File: config.mk
export PLATFORM = sky130hd
export DESIGN_NAME = lcd_cmd_sequencer
export DESIGN_NICKNAME = d
export VERILOG_FILES = /design/src/rtl/lcd_pkg.sv /design/src/rtl/lcd_cmd_handshake.sv /design/src/rtl/lcd_cmd_sequencer.sv
export SDC_FILE = /design/constraint.sdc
export NUM_CORES = 1
export LEC_CHECK = 0
export ABC_AREA = 1
export CORE_UTILIZATION = 58
export DETAILED_ROUTE_END_ITERATION = 12
export PLACE_DENSITY = 0.92
export SYNTH_ARGS = -nofsm -noshare
export SYNTH_HDL_FRONTEND = slang
export SYNTH_SLANG_ARGS = --single-unit
File: constraint.sdc
create_clock -name clk -period 4.6 [get_ports clk]
set_clock_uncertainty 0.05 [all_clocks]
set_input_delay 0.46 -clock clk [delete_from_list [all_inputs] [get_ports clk]]
set_output_delay 0.46 -clock clk [all_outputs]
set_load 0.01 [all_outputs]
File: src/rtl/lcd_pkg.sv
// Shared command/state encodings and init-sequence table for the LCD command sequencer.
package lcd_pkg;

  localparam int N_CMD = 8;

  // Enum value doubles as the strobe bit index.
  typedef enum logic [2:0] {
    CMD_RESET, CMD_SET, CMD_CLEAR, CMD_OFF, CMD_ON, CMD_ENTRY, CMD_CURSOR, CMD_WCHAR
  } cmd_e;

  typedef enum logic [2:0] {
    S_PWRUP, S_INIT, S_GAP, S_ISSUE, S_ACK, S_DONE, S_READY
  } state_e;

  localparam cmd_e INIT_STEPS [8] = '{
    CMD_RESET, CMD_RESET, CMD_RESET, CMD_SET, CMD_OFF, CMD_CLEAR, CMD_ENTRY, CMD_ON
  };

  localparam logic [6:0] DDRAM_LINE0 = 7'h00;
  localparam logic [6:0] DDRAM_LINE1 = 7'h40;

  function automatic logic [N_CMD-1:0] cmd_onehot(input cmd_e c);
    return N_CMD'(1) << c;
  endfunction

endpackage

File: src/rtl/lcd_cmd_handshake.sv
// Issue/ack/done handshake with the LCD engine: one strobe per request, ack timeout.
module lcd_cmd_handshake
  import lcd_pkg::*;
#(
  parameter int ACK_TIMEOUT = 16
) (
  input  logic             clk,
  input  logic             rst,
  input  logic             lcd_idle_i,
  input  logic             req_i,
  input  logic [N_CMD-1:0] cmd_i,
  output logic [N_CMD-1:0] strobe_o,
  output logic             busy_o,
  output logic             done_o,
  output logic             timeout_o
);

  localparam int TW = $clog2(ACK_TIMEOUT + 1);

  state_e           state_q;
  logic [TW-1:0]    tmr_q;
  logic [N_CMD-1:0] strobe_q;
  logic             ack_expired;

  assign ack_expired = (state_q == S_ACK) && lcd_idle_i && (tmr_q == TW'(ACK_TIMEOUT - 1));
  // Done is combinational so the requester moves on in the same edge we return to S_ISSUE.
  assign done_o    = ack_expired || ((state_q == S_DONE) && lcd_idle_i);
  assign timeout_o = ack_expired;
  assign busy_o    = (state_q != S_ISSUE);
  assign strobe_o  = strobe_q;

  always_ff @(posedge clk) begin
    if (rst) begin
      state_q  <= S_ISSUE;
      tmr_q    <= '0;
      strobe_q <= '0;
    end else begin
      strobe_q <= '0;
      case (state_q)
        S_ISSUE: if (req_i && lcd_idle_i) begin
          strobe_q <= cmd_i;
          tmr_q    <= '0;
          state_q  <= S_ACK;
        end
        S_ACK: begin
          if (!lcd_idle_i)     state_q <= S_DONE;
          else if (ack_expired) state_q <= S_ISSUE;
          else                 tmr_q   <= tmr_q + TW'(1);
        end
        S_DONE: if (lcd_idle_i) state_q <= S_ISSUE;
        default: state_q <= S_ISSUE;
      endcase
    end
  end

endmodule

File: src/rtl/lcd_cmd_sequencer.sv
// LCD master sequencer: HD44780 power-up init, character stream with lazy line wrap, clears.
module lcd_cmd_sequencer
  import lcd_pkg::*;
#(
  parameter int PWRUP_CYCLES   = 1500000,
  parameter int RST_GAP_CYCLES = 410000,
  parameter int ACK_TIMEOUT    = 16,
  parameter int LINE_LEN       = 16
) (
  input  logic       clk,
  input  logic       rst,
  input  logic       lcd_idle,
  output logic       cmd_reset,
  output logic       cmd_set,
  output logic       cmd_clear,
  output logic       cmd_off,
  output logic       cmd_on,
  output logic       cmd_entry,
  output logic       cmd_cursor,
  output logic       cmd_wchar,
  output logic [7:0] char_data,
  output logic [6:0] cursor_addr,
  input  logic       wr_valid,
  input  logic [7:0] wr_char,
  output logic       wr_ready,
  input  logic       clr_req,
  output logic       clr_ack,
  output logic       init_done,
  output logic       line,
  output logic [4:0] col,
  output logic       err
);

  localparam int DMAX = (PWRUP_CYCLES > RST_GAP_CYCLES) ? PWRUP_CYCLES : RST_GAP_CYCLES;
  localparam int CW   = $clog2(DMAX + 1);

  state_e           state_q;
  logic [CW-1:0]    cnt_q;
  logic [2:0]       step_q;
  cmd_e             cmd_q;
  logic [7:0]       char_q;
  logic [6:0]       addr_q;
  logic             clr_ack_q, init_done_q, line_q, err_q;
  logic [4:0]       col_q;

  logic             hs_req, hs_busy, hs_done, hs_timeout;
  logic [N_CMD-1:0] hs_cmd, hs_strobe;

  assign hs_req = ((state_q == S_INIT) || (state_q == S_ISSUE)) && !hs_busy;
  assign hs_cmd = cmd_onehot((state_q == S_INIT) ? INIT_STEPS[step_q] : cmd_q);

  lcd_cmd_handshake #(.ACK_TIMEOUT(ACK_TIMEOUT)) u_hs (
    .clk       (clk),
    .rst       (rst),
    .lcd_idle_i(lcd_idle),
    .req_i     (hs_req),
    .cmd_i     (hs_cmd),
    .strobe_o  (hs_strobe),
    .busy_o    (hs_busy),
    .done_o    (hs_done),
    .timeout_o (hs_timeout)
  );

  always_ff @(posedge clk) begin
    if (rst) begin
      state_q     <= S_PWRUP;
      cnt_q       <= '0;
      step_q      <= '0;
      cmd_q       <= CMD_RESET;
      char_q      <= '0;
      addr_q      <= '0;
      clr_ack_q   <= 1'b0;
      init_done_q <= 1'b0;
      line_q      <= 1'b0;
      col_q       <= '0;
      err_q       <= 1'b0;
    end else begin
      clr_ack_q <= 1'b0;
      if (hs_timeout) err_q <= 1'b1;
      case (state_q)
        S_PWRUP: begin
          if (cnt_q == CW'(PWRUP_CYCLES - 1)) begin
            cnt_q   <= '0;
            state_q <= S_INIT;
          end else cnt_q <= cnt_q + CW'(1);
        end
        S_INIT: if (hs_done) begin
          step_q <= step_q + 3'd1;
          if (INIT_STEPS[step_q] == CMD_RESET) state_q <= S_GAP;
          else if (step_q == 3'd7) begin
            init_done_q <= 1'b1;
            line_q      <= 1'b0;
            col_q       <= '0;
            state_q     <= S_READY;
          end
        end
        S_GAP: begin
          if (cnt_q == CW'(RST_GAP_CYCLES - 1)) begin
            cnt_q   <= '0;
            state_q <= S_INIT;
          end else cnt_q <= cnt_q + CW'(1);
        end
        S_READY: begin
          if (clr_req) begin
            cmd_q   <= CMD_CLEAR;
            state_q <= S_ISSUE;
          end else if (wr_valid) begin
            char_q  <= wr_char;
            state_q <= S_ISSUE;
            // Wrap lazily: the cursor move is only paid for when a char lands past the end.
            if (col_q == 5'(LINE_LEN)) begin
              cmd_q  <= CMD_CURSOR;
              addr_q <= line_q ? DDRAM_LINE0 : DDRAM_LINE1;
            end else cmd_q <= CMD_WCHAR;
          end
        end
        S_ISSUE: if (hs_done) begin
          case (cmd_q)
            CMD_CLEAR: begin
              line_q    <= 1'b0;
              col_q     <= '0;
              clr_ack_q <= 1'b1;
              state_q   <= S_READY;
            end
            CMD_CURSOR: begin
              line_q <= ~line_q;
              col_q  <= '0;
              cmd_q  <= CMD_WCHAR;
            end
            default: begin
              col_q   <= col_q + 5'd1;
              state_q <= S_READY;
            end
          endcase
        end
        default: state_q <= S_PWRUP;
      endcase
    end
  end

  assign cmd_reset   = hs_strobe[CMD_RESET];
  assign cmd_set     = hs_strobe[CMD_SET];
  assign cmd_clear   = hs_strobe[CMD_CLEAR];
  assign cmd_off     = hs_strobe[CMD_OFF];
  assign cmd_on      = hs_strobe[CMD_ON];
  assign cmd_entry   = hs_strobe[CMD_ENTRY];
  assign cmd_cursor  = hs_strobe[CMD_CURSOR];
  assign cmd_wchar   = hs_strobe[CMD_WCHAR];
  assign char_data   = char_q;
  assign cursor_addr = addr_q;
  assign wr_ready    = (state_q == S_READY) && !clr_req;
  assign clr_ack     = clr_ack_q;
  assign init_done   = init_done_q;
  assign line        = line_q;
  assign col         = col_q;
  assign err         = err_q;

endmodule

==> flow_summary.rst, run 1 <==
.. list-table::
   :header-rows: 1

   * - Metric
     - Value
   * - Post-layout instance count excluding filler cells
     - 577
   * - Total routing resource utilization after global routing
     - 25.1%
   * - Worst path arrival time
     - 1.71 ns
   * - Mean cell area of the mapped netlist
     - 6.96 um2
   * - Total Wirelength
     - 6790 um
   * - Via count
     - 3006
   * - Sequential-to-total area share from yosys stat
     - 40.1%
   * - MaxCap Viol Count
     - 0
   * - Global route overflow
     - 0
   * - Post-CTS Hold Fix Bufs
     - 0
   * - Number of placed instances with taps included
     - 563
   * - Buffers inserted during post-CTS setup optimization
     - 0
   * - Share of the core filled with cells
     - 72.7%
   * - Largest fanout on the critical path
     - 6
   * - Cells on worst reg2reg path
     - 12
   * - CTS sink cnt
     - 64
   * - Highest Clock Rate
     - 0.451 GHz
   * - Critical path depth
     - 3
   * - Portion of total power attributed to the clock network
     - 27.1%
   * - Unrepaired setup endpoints after global routing
     - no
   * - Post-Syn Instances
     - 459
   * - Starting density of the core
     - 61.4%
   * - Number of core rows
     - 26
   * - Worst-margin pin slew
     - 0.649 ns
   * - Reg clk slew, reported paths
     - 0.06 ns
   * - Share of power burned in combinational logic
     - 28.2%
   * - Count of H-tree levels built during CTS
     - 3
   * - Share of post-route cells with drive strength above 1
     - 10.3%
   * - Worst VDD drop
     - 283 uV
   * - Leakage dissipation
     - 0.00160 uW
   * - PortBufs
     - 39
   * - Sequential Power Share
     - 44.7%
   * - Post-route ant nets
     - 0
   * - Psw
     - 537 uW
   * - Count of buffering cells on the critical path with inverters included
     - 1
   * - Final number of hold-violating endpoints
     - 0
   * - Slowest CP cell
     - clkdlybuf4s50_1
   * - Reg-to-reg startpoint
     - u_hs.tmr_q[0]$_SDFFE_PP0P_
   * - Count of antenna diodes in the layout
     - 0
   * - Routability congestion estimate
     - 0.914
   * - Final setup fails
     - 0
   * - First-pass GRT wire length
     - 11700 um
   * - Critical Path Max Stage Delay
     - 0.56 ns
   * - Max Slew Vio Count
     - 0
   * - Die area
     - 5810 um2
   * - Unique masters post-synth
     - 36
   * - Hold path startpoint
     - err$_SDFFE_PP0P_
   * - Power density normalized to cell area
     - 394 nW/um2
   * - Number of antenna violations at the first check in global routing
     - 0
   * - Area of the core
     - 5200 um2
   * - Crit path required time
     - 4.09 ns
   * - Type of origin of the critical path
     - flop
   * - Die width
     - 76.2 um
   * - Number of warnings reported in the yosys synthesis log
     - 0
   * - Internal power
     - 953 uW
   * - Category of the critical setup timing path
     - reg -> out
   * - Shortest clock period the worst path allows after layout
     - 2.22 ns
   * - Internal reg-to-reg setup slack
     - 2.62 ns
   * - Path type of the worst min-delay path
     - reg -> reg
   * - Ratio of routed vias to standard cells
     - 5.21
   * - Endpoint of the lowest-slack register-to-register path
     - state_q[2]$_SDFFE_PP0P_
   * - Share of the clock period used by the worst path after layout
     - 48.2%
   * - Bufs on Longest Clock Path
     - 2
   * - Via count of the first global-routing pass
     - 2844
   * - Initial drt markers
     - 205
   * - Maximum number of pins on one net before global-route repair
     - 25
   * - Count of state elements after synthesis
     - 64
   * - Nature of the critical path endpoint
     - primary output
   * - Run status
     - finished, final reports clean
   * - Half-perimeter wire length after placement
     - 5100 um
   * - Critical Path, Cell by Cell
     - nand3_2, nor2_2, clkdlybuf4s50_1
   * - Die extent in y
     - 76.2 um
   * - Post-synthesis instance area
     - 3190 um2
   * - Crit path max-delay family
     - buffers and inverters
   * - I/O Pins
     - 46
   * - Setup crit end
     - wr_ready
   * - Final TNS setup
     - 0 ns
   * - Source of the critical timing path
     - state_q[1]$_SDFFE_PP0P_
   * - TritonCTS clock tree
     - yes
   * - Num CTS Buffers
     - 9
   * - Switching share of power
     - 36.1%
   * - CTS root buffer
     - clkbuf_8
   * - Post-detailed-route wirelength per cell
     - 11.8 um
   * - Clock latency reported for the late side of the worst-skew pair
     - 0.35 ns
   * - Count of instances resized after the clock tree is built
     - 0
   * - Synth-to-Final Area Change
     - 18.4%
   * - Nets@finish
     - 524
   * - Length of the first detailed-routing pass in iterations
     - 5
   * - DRC Markers
     - 0
   * - Headroom to the max-slew limit
     - 56.7%
## registers in the layout, summed over array words and instances (netlist names)
| register | flops |
|---|---|
| cnt_q | 21 |
| u_hs.strobe_o | 8 |
| u_hs.state_q | 3 |
| cmd_q | 3 |
| char_data | 8 |
| u_hs.tmr_q | 5 |
| init_done | 1 |
| cursor_addr | 1 |
| state_q | 3 |
| line | 1 |
| clr_ack | 1 |
| step_q | 3 |
| err | 1 |
| col | 5 |
## cell usage after synthesis, drive strengths merged
library cell | number | area share (%)
o221ai | 1 | 0.27
nand3 | 29 | 5.0
nand2 | 89 | 11
xor2 | 9 | 2.5
o22ai | 1 | 0.20
o211ai | 1 | 0.39
o21ai | 28 | 4.5
buf | 7 | 1.8
a221oi | 1 | 0.27
nand3b | 1 | 0.24
conb | 1 | 0.12
nand4 | 3 | 0.59
xnor2 | 1 | 0.27
o32ai | 1 | 0.27
nor3 | 15 | 2.8
ha | 7 | 2.7
clkbuf | 3 | 0.35
a21oi | 14 | 2.3
inv | 64 | 7.5
nor3b | 1 | 0.39
nor2 | 115 | 15
o21bai | 1 | 0.24
dfxtp | 64 | 40
or2 | 2 | 0.39
## worst reg2reg max path, stage by stage (launching register included)
cell and delay [ns]:
dfxtp_1 0.37, ha_1 0.19, inv_1 0.05, nor3_1 0.15, ha_1 0.25, o211ai_2 0.20, nand2_1 0.11, inv_1 0.04
nor2_1 0.12, nand3_2 0.13, nand2_1 0.08, nand2_1 0.06, nor2_1 0.12
## through the flow
step	power, uW	area, um2	hold slack, ns	setup WS, ns
after floorplan	1000	3210	0.398	2.93
after global placement	1070	3620	0.411	2.18
after detailed placement	1100	3620	0.410	2.10
after CTS	1500	3780	0.420	2.36
after global routing	1600	3780	0.443	2.23
final	1490	3780	0.422	2.38
## area by class of cell
cell class | instances | area [um2]
Timing Repair Buffer | 39 | 390
Clock buffer | 10 | 138
Inverter | 64 | 240
Clock inverter | 4 | 22.5
Multi-Input combinational cell | 326 | 1620
Fill cell | 433 | 1420
Sequential cell | 64 | 1280
Tap cell | 70 | 87.6
## logic make-up (layout without fill, tap and decap cells)
family	after synthesis	in the layout	synth area share, %
buf+inv	74	117	9.64
simple gates	255	255	36.2
other cells	1	6	0.117
flops	64	64	40.1
xor+xnor	10	10	2.74
fa+ha+maj	7	7	2.74
compound gates	48	48	8.46
## how the worst min path moves through the flow
stage / cells past startpoint / slack (ns) / endpoint
4_1_cts: 2 / 0.42 / err$_SDFFE_PP0P_
3_3_place_gp: 1 / 0.41 / step_q[0]$_SDFFE_PP0P_
2_1_floorplan: 1 / 0.40 / step_q[0]$_SDFFE_PP0P_
3_5_place_dp: 2 / 0.41 / err$_SDFFE_PP0P_
5_1_grt: 2 / 0.44 / err$_SDFFE_PP0P_
6_report: 2 / 0.42 / err$_SDFFE_PP0P_
## placed cells by master (no fill, tap or decap), types with 2 or more instances in the layout
| master | synthesis | layout |
|---|---|---|
| a21oi_1 | 13 | 13 |
| clkbuf_8 | 0 | 10 |
| clkdlybuf4s50_1 | 0 | 39 |
| clkinv_2 | 0 | 3 |
| conb_1 | 1 | 6 |
| dfxtp_1 | 64 | 64 |
| ha_1 | 7 | 7 |
| inv_1 | 56 | 56 |
| inv_2 | 8 | 8 |
| nand2_1 | 82 | 82 |
| nand2_2 | 4 | 4 |
| nand2_4 | 3 | 3 |
| nand3_1 | 26 | 26 |
| nand3_2 | 3 | 3 |
| nand4_1 | 3 | 3 |
| nor2_1 | 102 | 102 |
| nor2_2 | 10 | 10 |
| nor2_4 | 2 | 2 |
| nor3_1 | 12 | 12 |
| nor3_2 | 3 | 3 |
| o21ai_0 | 18 | 18 |
| o21ai_1 | 9 | 9 |
| or2_1 | 2 | 2 |
| xor2_1 | 9 | 9 |
## power groups by stage
stage	Sequential (uW)	Combinational [uW]	Clock, uW
2_1_floorplan	667	337	0
3_3_place_gp	672	395	0
3_5_place_dp	678	418	0
4_1_cts	667	422	409
5_1_grt	674	489	439
6_report	667	420	404
## layer usage
| metal | up-vias | track usage [%] | wire length [um] |
|---|---|---|---|
| met4 | 0 | 12.9 | 123 |
| li1 | 1516 | - | - |
| met1 | 1380 | 28.4 | 2900 |
| met3 | 11 | 6.59 | 427 |
| met2 | 99 | 43.3 | 3340 |
| met5 | - | 0 | 0 |
Note: power is estimated with default switching activity, not from simulation.
==> run 2, diff against run 1 <==
CORE_UTILIZATION = 49   (was 58)
PLACE_DENSITY = 0.84   (was 0.92)
clock period = 2 ns   (was 4.6 ns; I/O delays follow)
==> run 2 against run 1 <==
Net effect:
- first-iteration DRC count down 33%
- total power rose to 2.6 times the previous value
- register-to-register slack worse by 2.5 ns
- via count down 2.6%
- clock-buffer cell count up 1
- critical path type unchanged
==> flow_summary.rst, run 2 (same netlist as run 1, synthesis figures left out) <==
.. list-table::
   :header-rows: 1

   * - Metric
     - Value
   * - Length of the first detailed-routing pass in iterations
     - 6
   * - CTS root buffer
     - clkbuf_8
   * - Die width
     - 82.7 um
   * - Share of power burned in combinational logic
     - 26.2%
   * - Psw
     - 1300 uW
   * - Global route overflow
     - 0
   * - Via count of the first global-routing pass
     - 2548
   * - DRC Markers
     - 0
   * - Crit path required time
     - 1.75 ns
   * - Number of flip-flops in the largest register
     - 21
   * - Bufs on Longest Clock Path
     - 2
   * - TritonCTS clock tree
     - yes
   * - Number of antenna violations at the first check in global routing
     - 0
   * - Filler instances
     - 554
   * - Synth-to-Final Area Change
     - 22.4%
   * - Source of the critical timing path
     - state_q[0]$_SDFFE_PP0P_
   * - Count of antenna diodes in the layout
     - 0
   * - Post-detailed-route wirelength per cell
     - 11.3 um
   * - Reg-to-reg startpoint
     - u_hs.tmr_q[1]$_SDFFE_PP0P_
   * - Share of post-route cells with drive strength above 1
     - 12.3%
   * - Total Wirelength
     - 6680 um
   * - Number of core rows
     - 29
   * - Worst VDD drop
     - 547 uV
   * - Clock latency reported for the late side of the worst-skew pair
     - 0.35 ns
   * - Final number of hold-violating endpoints
     - 0
   * - Most frequent cells in the layout
     - nor2_1, nand2_1, dfxtp_1
   * - Worst path arrival time
     - 1.65 ns
   * - Area of the core
     - 6310 um2
   * - Via count
     - 2928
   * - Slowest CP cell
     - clkdlybuf4s50_1
   * - PortBufs
     - 39
   * - Hold path startpoint
     - err$_SDFFE_PP0P_
   * - Max Slew Vio Count
     - 0
   * - Post-CTS Hold Fix Bufs
     - 0
   * - Switching share of power
     - 34.1%
   * - Die extent in y
     - 82.7 um
   * - Die area
     - 6850 um2
   * - Power density normalized to cell area
     - 975 nW/um2
   * - Final TNS setup
     - 0 ns
   * - Type of origin of the critical path
     - flop
   * - Routability congestion estimate
     - 0.855
   * - Starting density of the core
     - 50.6%
   * - Critical Path, Cell by Cell
     - inv_2, nand3_2, nor2_2, clkdlybuf4s50_1
   * - Category of the critical setup timing path
     - reg -> out
   * - Sequential Power Share
     - 40.3%
   * - First-pass GRT wire length
     - 10800 um
   * - Internal power
     - 2510 uW
   * - Num CTS Buffers
     - 9
   * - Leakage dissipation
     - 0.00165 uW
   * - Run status
     - finished, final reports clean
   * - Leading cell type in the layout, fill and taps excluded
     - nor2_1
   * - Maximum number of pins on one net before global-route repair
     - 18
   * - Min setup slack post-route
     - 0.0950 ns
   * - Half-perimeter wire length after placement
     - 4930 um
   * - Largest fanout on the critical path
     - 5
   * - Nature of the critical path endpoint
     - primary output
   * - Reg clk slew, reported paths
     - 0.07 ns
   * - Nets@finish
     - 527
   * - Post-route ant nets
     - 0
   * - Multi-input gate area in the final layout
     - 1650 um2
   * - Crit path max-delay family
     - buffers and inverters
   * - Total routing resource utilization after global routing
     - 21.1%
   * - Dpl ws
     - 0.0647 ns
   * - I/O Pins
     - 46
   * - Count of buffering cells on the critical path with inverters included
     - 2
   * - FF/Latch Area
     - 1280 um2
   * - Count of H-tree levels built during CTS
     - 3
   * - Critical Path Max Stage Delay
     - 0.55 ns
   * - CTS sink cnt
     - 64
   * - Path type of the worst min-delay path
     - reg -> reg
   * - Initial drt markers
     - 138
   * - Shortest clock period the worst path allows after layout
     - 1.90 ns
   * - Most flops, register
     - cnt_q
   * - MaxCap Viol Count
     - 0
   * - Ratio of routed vias to standard cells
     - 4.97
   * - Share of the clock period used by the worst path after layout
     - 95.2%
   * - Portion of total power attributed to the clock network
     - 33.5%
   * - Final setup fails
     - 0
   * - Highest Clock Rate
     - 0.525 GHz
run 2: cell types whose count changed in the layout (fill, tap and decap cells not counted), moves of 2 or more:
cell / before / now
buf_4: 0 / 3
bufinv_16: 0 / 2
dfxtp_1: 64 / 62
dfxtp_2: 0 / 2
ha_1: 7 / 5
ha_2: 0 / 2
run 2: repair_timing:
item                       4_1_cts  5_1_grt
gates resized for setup          0        7
setup endpoints to repair        0       14
hold endpoints to repair         0        0
setup buffers                    0        1
run 2: per-stage QoR:
stage	std cells	power, uW	utilization [%]	hold WS [ns]	cell area, um2
2_1_floorplan	464	2310	-	0.234	3210
3_3_place_gp	572	2460	57.8	0.392	3650
3_5_place_dp	572	2510	57.8	0.395	3650
4_1_cts	588	3800	61.4	0.403	3880
5_1_grt	589	4060	61.9	0.426	3910
6_report	589	3810	61.9	0.402	3910
run 2: power by group through the flow:
stage / clock (uW) / combinational [uW] / sequential [uW]
after detailed placement: 0 / 960 / 1550
final: 1280 / 997 / 1540
after global routing: 1350 / 1150 / 1550
after global placement: 0 / 916 / 1540
after CTS: 1300 / 973 / 1530
after floorplan: 0 / 774 / 1530
run 2: worst paths after layout:
check	to	slack, ns	depth (start not counted)
worst max register to register	state_q[2]$_SDFFE_PP0P_	0.14	11
worst max-delay path	wr_ready	0.1	4
worst min-delay path	err$_SDFFE_PP0P_	0.40	2
worst min register to register	err$_SDFFE_PP0P_	0.40	2
run 2: metal layers:
metal  track usage [%]  share of wire [%]  vias up
met1              24.2                 43     1324
met2              35.5                 50       65
li1                  -                  -     1525
met4              13.8                2.5        0
met3              4.29                4.0       14
met5                 0                  0        -
run 2: tightest hold or removal path, cell delays in order (launching register included):
cell and delay, ns:
dfxtp_1 0.31, inv_1 0.05, a21oi_1 0.05
run 2: final cells by class:
| cell class | count | share of cell area [%] |
|---|---|---|
| multi-input combinational | 326 | 42.1 |
| clock buffer | 11 | 3.87 |
| tap | 77 | 2.46 |
| sequential | 64 | 32.8 |
| inverter | 64 | 6.15 |
| timing repair buffer | 42 | 10.6 |
| clock inverter | 5 | 2.02 |
==> run 3, diff against run 2 <==
SETUP_SLACK_MARGIN = 0.05   (was unset)
==> run 3 against run 2 <==
Net effect:
- core utilization about the same
- global-route usage is 0.079 points higher
- critical path type is now reg -> reg
- clock-buffer cell count unchanged
- total power grew 0.17%
- worst setup slack improved by 0.078 ns
- critical endpoint is now state_q[1]$_SDFFE_PP0P_
==> flow_summary.rst, run 3 (same netlist as run 1, synthesis figures left out) <==
.. list-table::
   :header-rows: 1

   * - Metric
     - Value
   * - Run status
     - finished, final reports clean
   * - Power density normalized to cell area
     - 977 nW/um2
   * - I/O Pins
     - 46
   * - Slowest CP cell
     - dfxtp_1
   * - Path type of the worst min-delay path
     - reg -> reg
   * - Number of antenna violations at the first check in global routing
     - 0
   * - Share of post-route cells with drive strength above 1
     - 12.3%
   * - Share of the clock period used by the worst path after layout
     - 91.3%
   * - Number of core rows
     - 29
   * - Nature of the critical path endpoint
     - flop
   * - Leading cell type in the layout, fill and taps excluded
     - nor2_1
   * - Bufs on Longest Clock Path
     - 2
   * - Most frequent cells in the layout
     - nor2_1, nand2_1, dfxtp_1
   * - Area of the core
     - 6310 um2
   * - CTS root buffer
     - clkbuf_8
   * - CTS sink cnt
     - 64
   * - Initial drt markers
     - 137
   * - Via count
     - 2943
   * - Num CTS Buffers
     - 9
   * - Via count of the first global-routing pass
     - 2561
   * - Total Wirelength
     - 6690 um
   * - Type of origin of the critical path
     - flop
   * - Most flops, register
     - cnt_q
   * - Clock latency reported for the late side of the worst-skew pair
     - 0.35 ns
   * - Critical Path, Cell by Cell
     - ha_2, inv_1, nor3_2, ha_2, o211ai_4, nand2_1, inv_1, nor2_2, nand3_2, nand2_1, nand2_1, nor2_1
   * - PortBufs
     - 39
   * - Worst path arrival time
     - 2.07 ns
   * - Reg clk slew, reported paths
     - 0.07 ns
   * - Max Slew Vio Count
     - 0
   * - Number of flip-flops in the largest register
     - 21
   * - Die width
     - 82.7 um
   * - Die area
     - 6850 um2
   * - Total routing resource utilization after global routing
     - 21.2%
   * - Critical path's most frequent cell
     - nand2_1
   * - Count of H-tree levels built during CTS
     - 3
   * - DRC Markers
     - 0
   * - First-pass GRT wire length
     - 10800 um
   * - TritonCTS clock tree
     - yes
   * - Final TNS setup
     - 0 ns
   * - Post-detailed-route wirelength per cell
     - 11.4 um
   * - Die extent in y
     - 82.7 um
   * - Starting density of the core
     - 50.6%
   * - Highest Clock Rate
     - 0.547 GHz
   * - Final number of hold-violating endpoints
     - 0
   * - Total Power
     - 3820 uW
   * - Post-route ant nets
     - 0
   * - Unrepaired setup endpoints after global routing
     - yes
   * - MaxCap Viol Count
     - 0
   * - Crit path required time
     - 2.24 ns
   * - Critical Path Max Stage Delay
     - 0.36 ns
   * - Share of the core filled with cells
     - 61.9%
   * - Worst VDD drop
     - 557 uV
   * - Count of antenna diodes in the layout
     - 0
   * - Category of the critical setup timing path
     - reg -> reg
   * - Routability congestion estimate
     - 0.855
   * - Global route overflow
     - 0
   * - Nets@finish
     - 526
   * - Final setup fails
     - 0
   * - Buffers inserted during post-CTS setup optimization
     - 0
   * - Half-perimeter wire length after placement
     - 4930 um
   * - Synth-to-Final Area Change
     - 22.3%
   * - Shortest clock period the worst path allows after layout
     - 1.83 ns
   * - Maximum number of pins on one net before global-route repair
     - 18
   * - Leakage dissipation
     - 0.00166 uW
   * - Length of the first detailed-routing pass in iterations
     - 4
   * - Largest fanout on the critical path
     - 6
   * - Ratio of routed vias to standard cells
     - 5.01
   * - Filler instances
     - 555
## run 3: cell types whose count changed in the layout (fill, tap and decap cells not counted)
| cell | change |
|---|---|
| buf_4 | -1 |
| clkdlybuf4s50_1 | -1 |
| nor2_1 | -1 |
| nor2_2 | +1 |
| dlymetal6s2s_1 | +1 |
## run 3: repair_timing
item                                   4_1_cts  5_1_grt
endpoints found under the hold margin        0        0
pin swaps                                    1        2
setup endpoints to repair                    5       13
hold buffers                                 0        0
gates resized for setup                      3        6
## run 3: area by class of cell
class                      instances  area, um2  area share, %
inverter                          64        240           6.15
timing repair buffer              41        408           10.4
sequential                        64       1280           32.9
clock inverter                     5       78.8           2.02
clock buffer                      11        151           3.88
multi-input combinational        326       1650           42.2
tap                               77       96.3           2.47
## run 3: critical path: cells and delay by family, from the launching register on
family,cells,cell delay [ns]
simple gates,7,0.69
compound gates,1,0.13
buf+inv,2,0.10
fa+ha+maj,2,0.44
flops,1,0.36
## run 3: metal layers
layer / GRT usage, % / routed length (um)
met5: 0 / 0
met3: 4.51 / 344
met4: 14.1 / 157
met2: 35.4 / 3330
met1: 24.2 / 2850
## run 3: path summary, 6_finish.rpt
check	startpoint	endpoint	slack, ns	cells past startpoint
worst max-delay path	u_hs.tmr_q[1]$_SDFFE_PP0P_	state_q[1]$_SDFFE_PP0P_	0.17	12
worst min-delay path	err$_SDFFE_PP0P_	err$_SDFFE_PP0P_	0.40	2
worst max register to register	u_hs.tmr_q[1]$_SDFFE_PP0P_	state_q[1]$_SDFFE_PP0P_	0.17	12
worst min register to register	err$_SDFFE_PP0P_	err$_SDFFE_PP0P_	0.40	2
## run 3: power breakdown
part | switching (uW) | internal [uW] | total, uW
Sequential | 125 | 1410 | 1540
Clock | 513 | 767 | 1280
Combinational | 667 | 335 | 1000
## run 3: per-stage QoR
| stage | cell area [um2] | setup WS (ns) | hold slack (ns) | std cells |
|---|---|---|---|---|
| 2_1_floorplan | 3210 | 0.328 | 0.234 | 464 |
| 3_3_place_gp | 3650 | 0.231 | 0.392 | 572 |
| 3_5_place_dp | 3650 | 0.0647 | 0.395 | 572 |
| 4_1_cts | 3890 | 0.0725 | 0.403 | 588 |
| 5_1_grt | 3910 | 0.0232 | 0.426 | 588 |
| 6_report | 3910 | 0.173 | 0.402 | 588 |
